`src/rtl/pc_sequencer_pkg.sv`:
```
// Shared opcode constants and sequencer state encoding, so the sequencer and
// the control unit decode from one source.
package pc_sequencer_pkg;

  localparam logic [5:0] OP_JUMP = 6'b000101;
  localparam logic [5:0] OP_BEQ  = 6'b001010;
  localparam logic [5:0] OP_BNE  = 6'b001011;
  localparam logic [5:0] OP_HALT = 6'b011001;

  // Encoding 2'b11 is illegal and recovers to ST_RUN on the next cycle.
  typedef enum logic [1:0] {
    ST_RUN     = 2'b00,
    ST_WAIT_IN = 2'b01,
    ST_STOPPED = 2'b10
  } seq_state_t;

endpackage

```
`src/rtl/pc_sequencer_if.sv`:
```
// Bundle between the fetch sequencer and its surroundings: decode inputs from
// the control unit and ALU, the operator button, and the PC/status outputs.
interface pc_sequencer_if #(
  parameter int PC_WIDTH = 10
);
  logic [5:0]          Opcode;
  logic                Desvio;
  logic                TypeJR;
  logic                Halt;
  logic                Zero;
  logic [PC_WIDTH-1:0] Imediato;
  logic [PC_WIDTH-1:0] RegTarget;
  logic                Confirm;
  logic [PC_WIDTH-1:0] PC;
  logic                Running;
  logic                InStrobe;
  logic                Stopped;

  modport master (
    output Opcode, Desvio, TypeJR, Halt, Zero, Imediato, RegTarget, Confirm,
    input  PC, Running, InStrobe, Stopped
  );

  modport slave (
    input  Opcode, Desvio, TypeJR, Halt, Zero, Imediato, RegTarget, Confirm,
    output PC, Running, InStrobe, Stopped
  );
endinterface

```
`src/rtl/pc_sequencer_confirm_sync.sv`:
```
// Synchroniser for the asynchronous Confirm button followed by a registered
// rising-edge detector. The edge register always tracks the level, so holding
// the button yields only one pulse no matter what the consumer is doing.
module pc_sequencer_confirm_sync #(
  parameter int SYNC_STAGES = 2
) (
  input  logic clock,
  input  logic reset,
  input  logic i_confirm,
  output logic rise_pulse
);

  logic [SYNC_STAGES-1:0] r_sync;
  logic                   r_prev;
  logic                   r_pulse;
  logic                   w_level;

  assign w_level    = r_sync[SYNC_STAGES-1];
  assign rise_pulse = r_pulse;

  // Shift the raw button level through the synchroniser chain.
  always_ff @(posedge clock) begin
    if (reset) begin
      r_sync <= '0;
    end else begin
      r_sync <= {r_sync[SYNC_STAGES-2:0], i_confirm};
    end
  end

  // Remember the previous synchronised level and register the 0->1 transition.
  always_ff @(posedge clock) begin
    if (reset) begin
      r_prev  <= 1'b0;
      r_pulse <= 1'b0;
    end else begin
      r_prev  <= w_level;
      r_pulse <= w_level & ~r_prev;
    end
  end

endmodule

```
`src/rtl/pc_sequencer.sv`:
```
// Program counter and fetch sequencing ahead of the control unit.
//
//   state      | meaning
//   -----------+------------------------------------------------------------
//   ST_RUN     | one instruction per cycle, next PC from branch/jump decode
//   ST_WAIT_IN | IN stall, PC held until a synchronised Confirm press
//   ST_STOPPED | HALT executed, PC frozen until reset
module pc_sequencer
  import pc_sequencer_pkg::*;
#(
  parameter int PC_WIDTH    = 10,
  parameter int RESET_PC    = 0,
  parameter int SYNC_STAGES = 2
) (
  input  logic           clock,
  input  logic           reset,
  pc_sequencer_if.slave  bus
);

  localparam logic [PC_WIDTH-1:0] PC_RST = PC_WIDTH'(RESET_PC);
  localparam logic [PC_WIDTH-1:0] PC_ONE = PC_WIDTH'(1);

  seq_state_t          r_state;
  seq_state_t          w_state_nxt;
  logic [PC_WIDTH-1:0] r_pc;
  logic [PC_WIDTH-1:0] w_pc_nxt;
  logic [PC_WIDTH-1:0] w_pc_inc;
  logic                w_rise;
  logic                w_strobe;

  pc_sequencer_confirm_sync #(
    .SYNC_STAGES(SYNC_STAGES)
  ) u_confirm_sync (
    .clock      (clock),
    .reset      (reset),
    .i_confirm  (bus.Confirm),
    .rise_pulse (w_rise)
  );

  // Wraps modulo 2^PC_WIDTH without any flag.
  assign w_pc_inc = r_pc + PC_ONE;

  // State and PC registers; reset dominates everything.
  always_ff @(posedge clock) begin
    if (reset) begin
      r_state <= ST_RUN;
      r_pc    <= PC_RST;
    end else begin
      r_state <= w_state_nxt;
      r_pc    <= w_pc_nxt;
    end
  end

  // Next-state and next-PC selection; HALT beats IN beats any branch.
  always_comb begin
    w_state_nxt = r_state;
    w_pc_nxt    = r_pc;
    w_strobe    = 1'b0;
    case (r_state)
      ST_RUN: begin
        if (bus.Opcode == OP_HALT) begin
          w_state_nxt = ST_STOPPED;
        end else if (bus.Halt) begin
          w_state_nxt = ST_WAIT_IN;
        end else if (bus.Desvio) begin
          if (bus.TypeJR) begin
            w_pc_nxt = bus.RegTarget;
          end else if (bus.Opcode == OP_BEQ) begin
            w_pc_nxt = bus.Zero ? bus.Imediato : w_pc_inc;
          end else if (bus.Opcode == OP_BNE) begin
            w_pc_nxt = bus.Zero ? w_pc_inc : bus.Imediato;
          end else begin
            w_pc_nxt = bus.Imediato;
          end
        end else begin
          w_pc_nxt = w_pc_inc;
        end
      end
      ST_WAIT_IN: begin
        // The strobe cycle is still WAIT_IN, so Running stays low while the
        // register file commits the IN data.
        if (w_rise) begin
          w_strobe    = 1'b1;
          w_pc_nxt    = w_pc_inc;
          w_state_nxt = ST_RUN;
        end
      end
      ST_STOPPED: begin
        w_state_nxt = ST_STOPPED;
      end
      default: begin
        w_state_nxt = ST_RUN;
      end
    endcase
  end

  assign bus.PC       = r_pc;
  assign bus.Running  = (r_state == ST_RUN);
  assign bus.Stopped  = (r_state == ST_STOPPED);
  assign bus.InStrobe = w_strobe;

endmodule

```
`src/flat_wrapper.sv`:
```
// flat-port wrapper written by rule: the top's interface ports become plain ports
module pc_sequencer_flat import pc_sequencer_pkg::*;
#(
  parameter int PC_WIDTH    = 10,
  parameter int RESET_PC    = 0,
  parameter int SYNC_STAGES = 2
)
  (clock, reset, bus_Opcode, bus_Desvio, bus_TypeJR, bus_Halt, bus_Zero, bus_Imediato, bus_RegTarget, bus_Confirm, bus_PC, bus_Running, bus_InStrobe, bus_Stopped);
  pc_sequencer_if #(.PC_WIDTH(PC_WIDTH)) bus_i ();
  input  logic clock;
  input  logic reset;
  input wire logic [$bits(bus_i.Opcode)-1:0] bus_Opcode;
  input wire logic [$bits(bus_i.Desvio)-1:0] bus_Desvio;
  input wire logic [$bits(bus_i.TypeJR)-1:0] bus_TypeJR;
  input wire logic [$bits(bus_i.Halt)-1:0] bus_Halt;
  input wire logic [$bits(bus_i.Zero)-1:0] bus_Zero;
  input wire logic [$bits(bus_i.Imediato)-1:0] bus_Imediato;
  input wire logic [$bits(bus_i.RegTarget)-1:0] bus_RegTarget;
  input wire logic [$bits(bus_i.Confirm)-1:0] bus_Confirm;
  output wire logic [$bits(bus_i.PC)-1:0] bus_PC;
  output wire logic [$bits(bus_i.Running)-1:0] bus_Running;
  output wire logic [$bits(bus_i.InStrobe)-1:0] bus_InStrobe;
  output wire logic [$bits(bus_i.Stopped)-1:0] bus_Stopped;
  assign bus_i.Opcode = bus_Opcode;
  assign bus_i.Desvio = bus_Desvio;
  assign bus_i.TypeJR = bus_TypeJR;
  assign bus_i.Halt = bus_Halt;
  assign bus_i.Zero = bus_Zero;
  assign bus_i.Imediato = bus_Imediato;
  assign bus_i.RegTarget = bus_RegTarget;
  assign bus_i.Confirm = bus_Confirm;
  assign bus_PC = bus_i.PC;
  assign bus_Running = bus_i.Running;
  assign bus_InStrobe = bus_i.InStrobe;
  assign bus_Stopped = bus_i.Stopped;
  pc_sequencer #(.PC_WIDTH(PC_WIDTH), .RESET_PC(RESET_PC), .SYNC_STAGES(SYNC_STAGES)) u_core (.clock(clock), .reset(reset), .bus(bus_i));
endmodule
```
`config.mk`:
```
export PLATFORM = sky130hd
export DESIGN_NAME = pc_sequencer_flat
export DESIGN_NICKNAME = d
export VERILOG_FILES = /design/src/rtl/pc_sequencer_pkg.sv /design/src/rtl/pc_sequencer_if.sv /design/src/rtl/pc_sequencer_confirm_sync.sv /design/src/rtl/pc_sequencer.sv /design/src/flat_wrapper.sv
export SDC_FILE = /design/constraint.sdc
export NUM_CORES = 1
export LEC_CHECK = 0
export BUFFER_PORTS_ARGS = -buffer_cell sky130_fd_sc_hd__buf_2
export CORE_ASPECT_RATIO = 0.6
export CORE_UTILIZATION = 51
export DETAILED_ROUTE_END_ITERATION = 12
export PLACE_DENSITY = 0.84
export SETUP_SLACK_MARGIN = 0.3
export SLEW_MARGIN = 20
export SYNTH_ARGS = -nofsm -noshare
export SYNTH_HDL_FRONTEND = slang
export SYNTH_SLANG_ARGS = --single-unit
```
`constraint.sdc`:
```
create_clock -name clock -period 4.1 [get_ports clock]
set_input_delay 0.205 -clock clock [delete_from_list [all_inputs] [get_ports clock]]
set_output_delay 0.205 -clock clock [all_outputs]
set_load 0.01 [all_outputs]
```
==> results of run 1 <==
-- cells in the mapped netlist, types with 2 or more instances --
cell,number,area [µm²]
sky130_fd_sc_hd__a211oi_1,2,15.01
sky130_fd_sc_hd__a21oi_1,8,40.04
sky130_fd_sc_hd__a221oi_1,2,17.52
sky130_fd_sc_hd__a2bb2oi_1,5,43.79
sky130_fd_sc_hd__a31oi_1,2,12.51
sky130_fd_sc_hd__and2_1,2,12.51
sky130_fd_sc_hd__and4_1,2,17.52
sky130_fd_sc_hd__buf_6,2,22.52
sky130_fd_sc_hd__clkbuf_1,5,18.77
sky130_fd_sc_hd__dfxtp_1,16,320.3
sky130_fd_sc_hd__inv_1,5,18.77
sky130_fd_sc_hd__mux2i_1,3,30.03
sky130_fd_sc_hd__nand2_1,9,33.78
sky130_fd_sc_hd__nand2b_1,5,31.28
sky130_fd_sc_hd__nand3_1,7,35.03
sky130_fd_sc_hd__nand4_1,2,12.51
sky130_fd_sc_hd__nor2_1,13,48.80
sky130_fd_sc_hd__nor2b_1,7,43.79
sky130_fd_sc_hd__nor3_1,6,30.03
sky130_fd_sc_hd__o21a_1,2,15.01
sky130_fd_sc_hd__o21ai_0,2,10.01
sky130_fd_sc_hd__o221ai_1,2,17.52
sky130_fd_sc_hd__o22ai_1,4,25.02
sky130_fd_sc_hd__o41ai_1,2,17.52
sky130_fd_sc_hd__xor2_1,2,17.52
-- cells in the final DEF (no fill, tap or decap), drive strengths merged, types with 3 or more instances in the layout --
cell,instances
mux2i,3
inv,5
buf,45
nor3,7
nand2,9
nor2,13
o22ai,4
dfxtp,16
a21oi,8
nor2b,7
clkbuf,4
o21ai,3
nand3,7
a2bb2oi,6
nand2b,5
-- critical path, stage by stage (launching register included) --
cell,delay (ps)
sky130_fd_sc_hd__dfxtp_1,430
sky130_fd_sc_hd__nand2b_1,200
sky130_fd_sc_hd__nand2_1,360
sky130_fd_sc_hd__a21oi_1,810
sky130_fd_sc_hd__o22ai_1,200
sky130_fd_sc_hd__a2111oi_2,380
-- state kept, by name, indices dropped and copies added (netlist names) --
register and cells:
u_core.bus.PC 10, u_core.r_state 2, u_core.u_confirm_sync.r_prev 1, u_core.u_confirm_sync.r_sync 2, u_core.u_confirm_sync.rise_pulse 1
-- stage by stage --
stage,std cells,hold slack (ps),cell area [µm²],power [mW]
after CTS,209,135.9,1373,0.3891
after floorplan,140,273.9,1122,0.2450
final,209,137.7,1373,0.3882
after global routing,209,164.6,1373,0.4064
after global placement,205,372.7,1336,0.2805
after detailed placement,205,375.7,1336,0.2838
-- logic make-up (layout without fill, tap and decap cells) --
group	Yosys count	after routing	synth area share [%]
simple gates	62	62	30.88
compound gates	41	41	28.32
flops	16	16	28.54
buf+inv	14	55	6.131
xor+xnor	3	3	2.342
mux	3	3	2.676
fa+ha+maj	1	1	1.115
-- report_power, final --
group | leakage, nW | total, mW | internal [mW] | switching, mW
Combinational | 0.447 | 0.103 | 0.0459 | 0.0573
Sequential | 0.131 | 0.180 | 0.166 | 0.0142
Clock | 0.0210 | 0.105 | 0.0541 | 0.0508
Total | 0.599 | 0.388 | 0.266 | 0.122
-- metal layers --
metal / GRT usage (%) / up-vias / wire length, µm
met5: 0 / - / 0
met4: 9.884 / 0 / 34
met3: 6.845 / 6 / 353
met2: 43.21 / 79 / 1291
met1: 39.50 / 575 / 1407
li1: - / 611 / -
-- path summary, 6_finish.rpt --
check                               startpoint                          endpoint  slack [ps]
hold reg to reg   u_core.u_confirm_sync.r_prev  u_core.u_confirm_sync.rise_pulse         390
setup reg to reg             u_core.r_state[1]                  u_core.bus.PC[4]        1650
setup / recovery             u_core.r_state[1]                  u_core.bus.PC[4]        1650
hold / removal                     bus_Confirm   u_core.u_confirm_sync.r_sync[0]         140
-- final cells by class --
class	instances	area share (%)
multi-input combinational	110	53.42
sequential	16	23.34
timing repair buffer	45	16.41
clock buffer	4	2.644
tap	28	2.552
inverter	6	1.641
==> summary.json, run 1 <==
{
  "status": {
    "outcome": "complete, no violations"
  },
  "power": {
    "cellLeakagePower_nw": 0.5989,
    "vdd.ir_drop.worst_mv": 0.2113,
    "pwr_density_cell_nw_per_um2": 282.8
  },
  "worst_setup_path": {
    "timing.critical_path.required_ps": 4300,
    "crit_type": "reg -> reg",
    "crit_path_end_kind": "register",
    "timing.critical_path.fanout_max": 16,
    "reg2regPathDepth": 5,
    "worst_setup_start_kind": "register",
    "critPathArrivalTime_ps": 2650
  },
  "drt": {
    "routed_via_density": 6.081,
    "wl_per_cell_um": 14.77,
    "number_of_violations_reported_at_the_end_of_detailed_routing_iteration_0": 132,
    "total_vias_in_the_final_route": 1271,
    "postRouteWirelength_mm": 3.086,
    "firstDrtPassIters": 5,
    "antenna_left": 0,
    "detail_route.drc_violations": 0
  },
  "floorplanning": {
    "io_pins": 46,
    "die_width_um": 62.56,
    "die_h_um": 38.34,
    "die_area_um2": 2398,
    "fp-row-count": 12,
    "core_region_area_um2": 1952,
    "start_util_pct": 57.50
  },
  "logic_synthesis": {
    "synthesis.instances": 140,
    "syn_area_per_cell_um2": 8.017,
    "synth.distinct_cells": 48,
    "postSynth.topFlopCell": "sky130_fd_sc_hd__dfxtp_1",
    "synth-async-reset-ratio_pct": 0,
    "synth_edf_count": 0,
    "synth_warnings": 0,
    "synth.cell_area_um2": 1122,
    "syn_nets": 174,
    "synth.yosys.seq_area_share_pct": 28.54,
    "synth_seq_cells": 16
  },
  "sta": {
    "setup_ws_ps": 1650,
    "setup_failing_eps_final": 0,
    "clock-skew-final_ps": 11.90,
    "achievable-frequency_mhz": 408.2,
    "final-max-slew-violation-count": 0,
    "final_hold_vios": 0,
    "worst_pin_slew_ps": 1017,
    "max_slew_margin_pct": 31.72,
    "unrepaired_setup_endpoints_after_global_routing": "false",
    "setup_tns_final_ps": 0,
    "fin_crit_ps": 2450,
    "period_share_pct": 59.75
  },
  "global_route": {
    "largest_net_degree_at_the_start_of_global_routing": 17,
    "gr-total-overflow": 0,
    "grt_first_pass_wirelength_mm": 5.119,
    "grtUsageTotal_pct": 28.48,
    "grt_antenna_before_repair": 0,
    "first_global_vias": 1103
  },
  "cts": {
    "clock_insertion_delay_worst_skew_ps": 290,
    "clock-root-buffer": "sky130_fd_sc_hd__clkbuf_4",
    "cts_hold_repair.buffers": 0,
    "cts_buffer_depth": 2,
    "cts_post_setup_buffers_inserted": 0,
    "cts_num_sinks": 16,
    "postCtsResizedCells": 0,
    "tritoncts": "yes",
    "cts-buffers-inserted": 3,
    "clock_tree.htree_level_count": 1,
    "cts.reportedPaths.clkPinSlew_ps": 100
  },
  "place": {
    "placement.io_buffers": 45,
    "place_ws_ps": 1765,
    "globalplace.congestion": 0.9317,
    "hpwl_after_dpl_mm": 2.292
  },
  "job": {
    "max_cap_violations": 0
  },
  "finish": {
    "fillerInstances": 168,
    "layout.core_utilization_pct": 70.32,
    "seqCellArea_um2": 320.3,
    "antenna_cells": 0,
    "layout-drive-gt1-share_pct": 30.39,
    "final_nets": 216,
    "multi_input_area_um2": 733.2,
    "syn_to_final_growth_pct": 22.30
  },
  "min_path": {
    "type_of_the_worst_min_delay_path": "in -> reg",
    "hold_path_depth": 2
  }
}
(Power assumes the default switching activity.)
==> run 2: changes to the inputs <==
--- a/config.mk
+++ b/config.mk
@@ -7,9 +7,9 @@
 export LEC_CHECK = 0
 export BUFFER_PORTS_ARGS = -buffer_cell sky130_fd_sc_hd__buf_2
 export CORE_ASPECT_RATIO = 0.6
-export CORE_UTILIZATION = 51
+export CORE_UTILIZATION = 43
 export DETAILED_ROUTE_END_ITERATION = 12
-export PLACE_DENSITY = 0.84
+export PLACE_DENSITY = 0.75
 export SETUP_SLACK_MARGIN = 0.3
 export SLEW_MARGIN = 20
 export SYNTH_ARGS = -nofsm -noshare
==> constraint.sdc (replaced) <==
create_clock -name clock -period 2 [get_ports clock]
set_input_delay 0.1 -clock clock [delete_from_list [all_inputs] [get_ports clock]]
set_output_delay 0.1 -clock clock [all_outputs]
set_load 0.01 [all_outputs]
==> run 2 against run 1 <==
  * Critical path depth increased by 2
  * Utilization decreased by 2.1 points
  * Setup slack worse by 1400 ps
  * Die area grew 18%
==> summary.json, run 2 (synthesis results as in run 1) <==
{
  "power": {
    "pwr_density_cell": {"value": 591.7, "unit": "nW/µm²", "change": "+110%"},
    "combPwrFrac": {"value": 28.4, "unit": "%", "change": "+1.8 points"},
    "pwr-share-seq": {"value": 39.7, "unit": "%", "change": "-6.7 points"},
    "p_total": {"value": 0.9327, "unit": "mW", "change": "+140%"},
    "vdd.ir_drop.worst": {"value": 0.3764, "unit": "mV", "change": "+78%"},
    "cellLeakagePower": {"value": 0.6956, "unit": "nW", "change": "+16%"},
    "internal_power": {"value": 0.6421, "unit": "mW", "change": "+140%"},
    "netSwitchingPower": {"value": 0.2907, "unit": "mW", "change": "+140%"},
    "p_sw_share": {"value": 31.16, "unit": "%", "change": "-0.37 points"},
    "power_frac_clock": {"value": 32.0, "unit": "%", "change": "+5.0 points"}
  },
  "sta": {
    "final_hold_vios": {"value": 0, "change": "unchanged"},
    "unrepaired_setup_endpoints_after_global_routing": "true",
    "max_slew_margin": {"value": 75.16, "unit": "%", "change": "+43 points"},
    "achievable-frequency": {"value": 578.2, "unit": "MHz", "change": "+42%"},
    "setup_ws": {"value": 270.4, "unit": "ps", "change": "-1380 ps"},
    "setup_tns_final": {"value": 0, "unit": "ps", "change": "unchanged"},
    "final-max-slew-violation-count": {"value": 0, "change": "unchanged"},
    "period_share": {"value": 86.48, "unit": "%", "change": "+27 points"},
    "fin_crit": {"value": 1730, "unit": "ps", "change": "-720.0 ps"},
    "clock-skew-final": {"value": 2.101, "unit": "ps", "change": "-9.803 ps"},
    "worst_pin_slew": {"value": 371.3, "unit": "ps", "change": "-646.0 ps"},
    "setup_failing_eps_final": {"value": 0, "change": "unchanged"}
  },
  "place": {
    "placement.io_buffers": {"value": 45, "change": "unchanged"},
    "globalplace.congestion": {"value": 0.8635, "change": "-7.3%"},
    "place_ws": {"value": 58.69, "unit": "ps", "change": "-1706 ps"},
    "hpwl_after_dpl": {"value": 2.680, "unit": "mm", "change": "+17%"},
    "placed_area": {"value": 1406, "unit": "µm²", "change": "+5.2%"}
  },
  "drt": {
    "number_of_violations_reported_at_the_end_of_detailed_routing_iteration_0": {"value": 92, "change": "-30%"},
    "routed_via_density": {"value": 6.009, "change": "-1.2%"},
    "postRouteWirelength": {"value": 3.646, "unit": "mm", "change": "+18%"},
    "antenna_left": {"value": 0, "change": "unchanged"},
    "detail_route.drc_violations": {"value": 0, "change": "unchanged"},
    "total_vias_in_the_final_route": {"value": 1340, "change": "+5.4%"},
    "wl_per_cell": {"value": 16.35, "unit": "µm", "change": "+11%"},
    "firstDrtPassIters": {"value": 4, "change": "-1"}
  },
  "cts": {
    "tritoncts": "yes",
    "cts_num_sinks": {"value": 16, "change": "unchanged"},
    "cts_hold_repair.buffers": {"value": 0, "change": "unchanged"},
    "cts_buffer_depth": {"value": 2, "change": "unchanged"},
    "clock-root-buffer": "sky130_fd_sc_hd__clkbuf_8",
    "cts-buffers-inserted": {"value": 3, "change": "unchanged"},
    "cts.reportedPaths.clkPinSlew": {"value": 70, "unit": "ps", "change": "-30 ps"},
    "clock_tree.htree_level_count": {"value": 1, "change": "unchanged"},
    "clock_insertion_delay_worst_skew": {"value": 260, "unit": "ps", "change": "-30 ps"}
  },
  "finish": {
    "layout.core_utilization": {"value": 68.26, "unit": "%", "change": "-2.1 points"},
    "syn_to_final_growth_pct": 40.47,
    "fillerInstances": {"value": 196, "change": "+17%"},
    "final_nets": {"value": 228, "change": "+5.6%"},
    "antenna_cells": {"value": 0, "change": "unchanged"},
    "final_instance_area": {"value": 1577, "unit": "µm²", "change": "+15%"},
    "largest_register_ffs": {"value": 10, "change": "unchanged"},
    "final_cell_mix": "sky130_fd_sc_hd__buf_2 (45), sky130_fd_sc_hd__nor2_1 (13), sky130_fd_sc_hd__dfxtp_1 (13)",
    "seqCellArea": {"value": 329.1, "unit": "µm²", "change": "+2.7%"},
    "layout-drive-gt1-share": {"value": 40.41, "unit": "%", "change": "+10 points"},
    "multi_input_area": {"value": 813.3, "unit": "µm²", "change": "+11%"},
    "mostFrequentLayoutCell": "sky130_fd_sc_hd__buf_2"
  },
  "floorplanning": {
    "fp-row-count": {"value": 13, "change": "+1"},
    "die_h": {"value": 41.58, "unit": "µm", "change": "+8.5%"},
    "die_area": {"value": 2825, "unit": "µm²", "change": "+18%"},
    "start_util": {"value": 48.59, "unit": "%", "change": "-8.9 points"},
    "io_pins": {"value": 46, "change": "unchanged"},
    "core_region_area": {"value": 2310, "unit": "µm²", "change": "+18%"},
    "die_width": {"value": 67.96, "unit": "µm", "change": "+8.6%"}
  },
  "global_route": {
    "met3_grt_util": {"value": 5.769, "unit": "%", "change": "-1.1 points"},
    "first_global_vias": {"value": 1173, "change": "+6.3%"},
    "grt_first_pass_wirelength": {"value": 5.816, "unit": "mm", "change": "+14%"},
    "grt_util_met2": {"value": 40.98, "unit": "%", "change": "-2.2 points"},
    "largest_net_degree_at_the_start_of_global_routing": {"value": 16, "change": "-1"},
    "most_utilized_layer_in_the_global_route_result": "met2",
    "grt_antenna_before_repair": {"value": 0, "change": "unchanged"},
    "grtUsageTotal": {"value": 27.56, "unit": "%", "change": "-0.92 points"},
    "met1_usage": {"value": 39.56, "unit": "%", "change": "+0.061 points"},
    "gr-total-overflow": {"value": 0, "change": "unchanged"}
  },
  "worst_setup_path": {
    "worst_setup_start_kind": "register",
    "crit_path_end_kind": "register",
    "critPathArrivalTime": {"value": 1920, "unit": "ps", "change": "-730 ps"},
    "timing.critical_path.required": {"value": 2190, "unit": "ps", "change": "-2110 ps"},
    "timing.critical_path.fanout_max": {"value": 5, "change": "-11"},
    "crit_type": "reg -> reg"
  },
  "job": {
    "max_cap_violations": {"value": 0, "change": "unchanged"}
  },
  "status": {
    "outcome": "complete, no violations"
  },
  "min_path": {
    "type_of_the_worst_min_delay_path": "in -> reg"
  }
}
==> run 2: critical path: stages, from the launching register on <==
cell,delay [ps]
sky130_fd_sc_hd__dfxtp_4,370
sky130_fd_sc_hd__buf_4,120
sky130_fd_sc_hd__nand2b_4,70
sky130_fd_sc_hd__nor2_1,200
sky130_fd_sc_hd__nor2b_4,60
sky130_fd_sc_hd__buf_4,160
sky130_fd_sc_hd__or4_4,530
sky130_fd_sc_hd__a31oi_4,160
==> run 2: area by class of cell <==
cell class	instances	share of cell area, %
Inverter	6	1.429
Sequential cell	16	20.87
Timing Repair Buffer	57	20.24
Clock buffer	4	3.492
Multi-Input combinational cell	110	51.59
Tap cell	30	2.381
==> run 2: what timing repair did <==
action | 4_1_cts | 5_1_grt
resized for setup | 11 | 9
pin swaps | 2 | 2
endpoints found under the setup margin | 7 | 6
buffers inserted | 2 | 1
==> run 2: worst paths after layout <==
| path | start | endpoint | slack (ps) | depth (start not counted) |
|---|---|---|---|---|
| worst max-delay path | u_core.r_state[0] | u_core.bus.PC[5] | 270 | 7 |
| worst min register to register | u_core.u_confirm_sync.r_prev | u_core.u_confirm_sync.rise_pulse | 390 | 1 |
| worst max register to register | u_core.r_state[0] | u_core.bus.PC[5] | 270 | 7 |
| worst min-delay path | bus_Confirm | u_core.u_confirm_sync.r_sync[0] | 60 | 2 |
==> run 2: power by group through the flow <==
stage               clock network (mW)  registers, mW  logic, mW
finish                           0.298          0.370      0.265
global route                     0.318          0.374      0.284
CTS                              0.302          0.370      0.246
detailed placement                   0          0.376      0.228
global placement                     0          0.373      0.221
floorplan                            0          0.376      0.127
==> run 2: routing by layer <==
metal	part of all wire (%)	routed length (µm)
met1	44	1616
met2	46	1662
met3	8.7	318
met4	1.4	50
met5	0	0
==> run 2: metrics by stage <==
step           instances  hold slack, ps
6_report             223           63.47
5_1_grt              223           108.1
4_1_cts              222           69.42
3_5_place_dp         216           340.1
3_3_place_gp         216           317.9
2_1_floorplan        140           168.9
